$ cat src/rtl/qr_pkg.sv
// rtl/qr_pkg.sv - shared widths and unload FSM state encoding for the Q-column unloader
package qr_pkg;

    localparam int DATA_W   = 16;
    localparam int NUM_ELEM = 3;
    localparam int IDX_W    = 2;

    localparam logic [IDX_W-1:0] LAST_IDX = IDX_W'(NUM_ELEM - 1);

    typedef enum logic [1:0] {
        ST_IDLE = 2'd0,
        ST_SEND = 2'd1,
        ST_DONE = 2'd2
    } unload_state_e;

endpackage

$ cat src/rtl/unload_q.sv
// rtl/unload_q.sv - captures one 3-element Q column and streams it out with a valid/ready handshake
module unload_q
    import qr_pkg::*;
(
    input  logic              clk,
    input  logic              reset,
    input  logic              start,
    input  logic [DATA_W-1:0] q1,
    input  logic [DATA_W-1:0] q2,
    input  logic [DATA_W-1:0] q3,
    output logic [DATA_W-1:0] out_data,
    output logic [IDX_W-1:0]  out_idx,
    output logic              out_valid,
    input  logic              out_ready,
    output logic              out_last,
    output logic              busy,
    output logic              stop
);

    unload_state_e     r_state;
    logic [IDX_W-1:0]  r_idx;
    logic [DATA_W-1:0] r_words [NUM_ELEM];
    logic [DATA_W-1:0] w_sel;
    logic              w_send;

    always_ff @(posedge clk or posedge reset) begin
        if (reset) begin
            r_state <= ST_IDLE;
            r_idx   <= '0;
            for (int i = 0; i < NUM_ELEM; i++) begin
                r_words[i] <= '0;
            end
        end else begin
            case (r_state)
                ST_IDLE: begin
                    if (start) begin
                        r_words[0] <= q1;
                        r_words[1] <= q2;
                        r_words[2] <= q3;
                        r_idx      <= '0;
                        r_state    <= ST_SEND;
                    end
                end
                ST_SEND: begin
                    // idx returns to 0 on the final handshake so idle outputs decode cleanly
                    if (out_ready) begin
                        if (r_idx == LAST_IDX) begin
                            r_idx   <= '0;
                            r_state <= ST_DONE;
                        end else begin
                            r_idx <= r_idx + 1'b1;
                        end
                    end
                end
                ST_DONE: r_state <= ST_IDLE;
                default: r_state <= ST_IDLE;
            endcase
        end
    end

    always_comb begin
        w_sel = '0;
        case (r_idx)
            2'd0:    w_sel = r_words[0];
            2'd1:    w_sel = r_words[1];
            2'd2:    w_sel = r_words[2];
            default: w_sel = '0;
        endcase
    end

    // Every output decodes from registered state only; no input reaches an output combinationally.
    assign w_send    = (r_state == ST_SEND);
    assign out_valid = w_send;
    assign out_data  = w_send ? w_sel : '0;
    assign out_idx   = w_send ? r_idx : '0;
    assign out_last  = w_send && (r_idx == LAST_IDX);
    assign busy      = (r_state != ST_IDLE);
    assign stop      = (r_state == ST_DONE);

endmodule
$ cat config.mk
export PLATFORM = sky130hd
export DESIGN_NAME = unload_q
export DESIGN_NICKNAME = d
export VERILOG_FILES = /design/src/rtl/qr_pkg.sv /design/src/rtl/unload_q.sv
export SDC_FILE = /design/constraint.sdc
export NUM_CORES = 1
export LEC_CHECK = 0
export CORE_MARGIN = 5
export CORE_UTILIZATION = 30
export CTS_BUF_LIST = sky130_fd_sc_hd__clkbuf_4 sky130_fd_sc_hd__clkbuf_8
export CTS_CLUSTER_DIAMETER = 200
export DETAILED_ROUTE_END_ITERATION = 7
export PLACE_DENSITY = 0.55
export SETUP_SLACK_MARGIN = 0.5
export SYNTH_ARGS = -nofsm -noshare
export SYNTH_HDL_FRONTEND = slang
export SYNTH_SLANG_ARGS = --single-unit
$ cat constraint.sdc
create_clock -name clk -period 1.42 [get_ports clk]
set_input_delay 0.213 -clock clk [delete_from_list [all_inputs] [get_ports clk]]
set_output_delay 0.213 -clock clk [all_outputs]
set_load 0.02 [all_outputs]
==> metrics.txt <==
# TYPE chip_impl_metric gauge
chip_impl_metric{name="place_congestion",unit=""} 0.7925
chip_impl_metric{name="cp_max_fo",unit=""} 27
chip_impl_metric{name="cts_made_buffers",unit=""} 5
chip_impl_metric{name="worst_ep_required_time",unit="ns"} 1.21
chip_impl_metric{name="ys_seq_area_share",unit="%"} 52.00
chip_impl_metric{name="clock_insertion_delay_worst_skew",unit="ns"} 0.31
chip_impl_info{name="cts_tree",value="done"} 1
chip_impl_metric{name="dp_cells",unit=""} 416
chip_impl_metric{name="post_detailed_route_wirelength_per_cell",unit="um"} 15.94
chip_impl_metric{name="detailedRoute.firstIterationViolations",unit=""} 60
chip_impl_metric{name="synth_area",unit="sq mm"} 0.002502
chip_impl_metric{name="cts-htree-levels",unit=""} 2
chip_impl_info{name="timing_worst_setup_path_type",value="reg -> out"} 1
chip_impl_metric{name="clock_tree.buffer_depth",unit=""} 2
chip_impl_metric{name="detailed_place_hpwl",unit="um"} 4977
chip_impl_info{name="clock-root-buffer",value="sky130_fd_sc_hd__clkbuf_8"} 1
chip_impl_metric{name="finalWorstPathRequiredPeriod",unit="ns"} 1.759
chip_impl_metric{name="worst_max_slew_pin_slew",unit="ns"} 0.3559
chip_impl_metric{name="yosysUniqueCellTypes",unit=""} 18
chip_impl_metric{name="dpl_cell_area",unit="sq mm"} 0.004200
chip_impl_metric{name="grtUsageTotal",unit="%"} 14.12
chip_impl_metric{name="final_cells",unit=""} 445
chip_impl_metric{name="total_power",unit="W"} 0.01154
chip_impl_metric{name="fp.dieArea",unit="sq mm"} 0.01027
chip_impl_metric{name="fmax",unit="GHz"} 0.5684
chip_impl_metric{name="grt_pass1_wl",unit="um"} 11330
chip_impl_metric{name="critPathArrivalTime",unit="ns"} 1.55
chip_impl_metric{name="synth_warnings",unit=""} 0
chip_impl_metric{name="synthesis.area_per_instance",unit="sq um"} 12.64
chip_impl_info{name="endpoint_kind",value="primary output"} 1
chip_impl_metric{name="initial_core_util",unit="%"} 30.61
chip_impl_metric{name="final_nets",unit=""} 391
chip_impl_metric{name="synth-async-reset-ratio",unit="%"} 100.0
chip_impl_metric{name="synthCells",unit=""} 198
chip_impl_metric{name="leakage",unit="nW"} 2.101
chip_impl_metric{name="via_count",unit=""} 1998
chip_impl_info{name="run_status",value="complete, but fails checks"} 1
chip_impl_info{name="setup_crit_start_kind",value="register"} 1
chip_impl_metric{name="route.detailed.vias_per_inst",unit=""} 4.490
chip_impl_metric{name="path_clk_slew",unit="ns"} 0.10
chip_impl_info{name="setup_repair_after_global_routing_missed_its_margin",value="true"} 1
chip_impl_metric{name="placement.io_buffers",unit=""} 73
chip_impl_metric{name="post-route-drc-count",unit=""} 0
chip_impl_metric{name="postLayoutCoreUtil",unit="%"} 59.41
chip_impl_metric{name="overflow",unit=""} 0
chip_impl_metric{name="die_w",unit="um"} 101.3
chip_impl_metric{name="filler_cells",unit=""} 654
chip_impl_metric{name="die-height",unit="um"} 101.3
chip_impl_info{name="hold_path.class",value="in -> async"} 1
chip_impl_info{name="failed_checks",value="negative setup slack"} 1
chip_impl_metric{name="power.ir.vdd_worst",unit="V"} 0.0009656
chip_impl_metric{name="num_io_pins",unit=""} 74
chip_impl_metric{name="drt_first_pass_iters",unit=""} 4
chip_impl_metric{name="crit_share_post_route",unit="%"} 123.9
chip_impl_metric{name="final_slew_violations",unit=""} 0
chip_impl_metric{name="antenna_cells_inserted",unit=""} 0
chip_impl_metric{name="initial_antenna_violation_count",unit=""} 0
chip_impl_metric{name="final-hold-violation-count",unit=""} 0
chip_impl_metric{name="timing.max_cap.violations",unit=""} 0
chip_impl_metric{name="routed_wirelength",unit="um"} 7093
chip_impl_metric{name="timing.final.setup_violations",unit=""} 73
chip_impl_metric{name="grt_max_degree",unit=""} 28
chip_impl_metric{name="ys_seq_elements",unit=""} 52
chip_impl_info{name="synth_ff_type",value="sky130_fd_sc_hd__dfrtp_1"} 1
chip_impl_metric{name="layout.cell_area.non_filler",unit="sq mm"} 0.004857
chip_impl_metric{name="final_critical_path_setup_slack",unit="ns"} -0.3395
chip_impl_metric{name="first_global_vias",unit=""} 2203
chip_impl_metric{name="power-per-cell-area",unit="mW/mm^2"} 2375
chip_impl_metric{name="final_worst_clock_skew",unit="ns"} 0.006484
chip_impl_metric{name="flow.area_growth_from_synthesis",unit="%"} 94.10
chip_impl_metric{name="slew_headroom",unit="%"} 76.22
chip_impl_metric{name="core_area",unit="sq mm"} 0.008175
chip_impl_metric{name="drtAntennaViolNets",unit=""} 0
chip_impl_metric{name="placement_rows",unit=""} 33
chip_impl_metric{name="count_of_flip_flops_with_a_built_in_enable_after_synthesis",unit=""} 0
chip_impl_metric{name="fraction_of_final_layout_cells_with_drive_strength_greater_than_1",unit="%"} 63.82
chip_impl_metric{name="cts.sinks",unit=""} 52
chip_impl_metric{name="synth.net_count",unit=""} 250
[logic make-up after synthesis]
| logic type | after synthesis | share of synthesized area [%] |
|---|---|---|
| AOI/OAI and AO/OA | 35 | 10.45 |
| buffers and inverters | 18 | 4.200 |
| muxes | 49 | 22.05 |
| and+or+nand+nor | 44 | 11.30 |
| DFF | 52 | 52.00 |
[per-stage QoR]
| stage | TNS, ns | setup slack, ns | hold slack (ns) |
|---|---|---|---|
| 6_report | -14.54 | -0.3395 | 0.2181 |
| 3_3_place_gp | -19.45 | -0.4287 | 0.5025 |
| 4_1_cts | -13.96 | -0.3722 | 0.2162 |
| 3_5_place_dp | -20.39 | -0.4571 | 0.4965 |
| 2_1_floorplan | -0.01777 | -0.01339 | 0.2680 |
| 5_1_grt | -18.04 | -0.3955 | 0.2346 |
[sequential cells by signal, summed over array words and instances (netlist names)]
signal,flops
r_idx,2
r_state,2
r_words,48
[Yosys cell counts, types with 2 or more instances]
cell type / number / area [sq um]
sky130_fd_sc_hd__buf_4: 9 / 67.56
sky130_fd_sc_hd__nand3b_1: 2 / 15.01
sky130_fd_sc_hd__nand2b_1: 18 / 112.6
sky130_fd_sc_hd__buf_2: 2 / 10.01
sky130_fd_sc_hd__mux2_2: 49 / 551.8
sky130_fd_sc_hd__dfrtp_1: 52 / 1301
sky130_fd_sc_hd__nor2_1: 3 / 11.26
sky130_fd_sc_hd__nor2b_1: 17 / 106.4
sky130_fd_sc_hd__clkbuf_1: 4 / 15.01
sky130_fd_sc_hd__and2_1: 2 / 12.51
sky130_fd_sc_hd__a211oi_1: 32 / 240.2
sky130_fd_sc_hd__inv_1: 2 / 7.510
[area by class of cell]
class,count,area [sq um],area share [%]
Clock buffer,5,68.82,1.417
Clock inverter,3,42.54,0.8758
Inverter,2,13.76,0.2834
Multi-Input combinational cell,128,1652,34.00
Sequential cell,52,1305,26.87
Tap cell,105,131.4,2.705
Timing Repair Buffer,150,1644,33.85
[repair_timing]
item | 4_1_cts | 5_1_grt
endpoints found under the setup margin | 74 | 74
hold buffers | 0 | 0
pin swaps | 9 | 8
gates cloned | 4 | 1
gates resized for setup | 155 | 34
buffers inserted | 11 | 5
[placed cells by master, fill, tap and decap left out, drive strengths merged]
| cell type | instances |
|---|---|
| dfrtp | 52 |
| clkbuf | 6 |
| a22o | 1 |
| clkinv | 1 |
| clkdlybuf4s50 | 51 |
| a211oi | 32 |
| clkinvlp | 2 |
| nand2b | 18 |
| or2 | 1 |
| mux2 | 49 |
| bufinv | 1 |
| nor2b | 17 |
| nor2 | 3 |
| a21o | 1 |
| nand3b | 2 |
| buf | 98 |
| nor3b | 1 |
| inv | 1 |
| and2 | 2 |
| a21oi | 1 |
[worst max-delay path: stages (launching register included)]
cell	delay [ns]
sky130_fd_sc_hd__dfrtp_2	0.45
sky130_fd_sc_hd__buf_12	0.17
sky130_fd_sc_hd__nand2b_1	0.17
sky130_fd_sc_hd__a211oi_2	0.25
sky130_fd_sc_hd__buf_4	0.18
[where the power goes]
part / total, W / internal, W / switching, W / leakage [nW]
clock: 0.00102 / 0.000522 / 0.000497 / 0.0541
combinational: 0.00762 / 0.00469 / 0.00293 / 1.43
sequential: 0.00290 / 0.00224 / 0.000660 / 0.612
[worst paths after layout]
| path | to | slack, ns | start | cells after the start |
|---|---|---|---|---|
| setup / recovery | out_data[7] | -0.34 | r_idx[1]$_DFFE_PP0P_ | 4 |
| max in group asynchronous | r_words[24]$_DFFE_PP0P_ | 0.77 | reset | 3 |
| hold / removal | r_words[20]$_DFFE_PP0P_ | 0.22 | reset | 2 |
| setup reg to reg | r_words[34]$_DFFE_PP0P_ | -0.26 | r_state[0]$_DFFE_PP0P_ | 7 |
| min in group clk | r_words[5]$_DFFE_PP0P_ | 0.51 | q3[5] | 2 |
| hold reg to reg | r_words[32]$_DFFE_PP0P_ | 0.53 | r_words[32]$_DFFE_PP0P_ | 1 |
[layer usage]
layer | up-vias | track usage (%) | share of wire [%]
met5 | - | 0 | 0
met4 | 0 | 3.681 | 0.96
met3 | 5 | 2.617 | 3.6
met2 | 39 | 22.08 | 48
met1 | 973 | 20.17 | 48
li1 | 981 | - | -
Power figures use the tool's default switching activity.
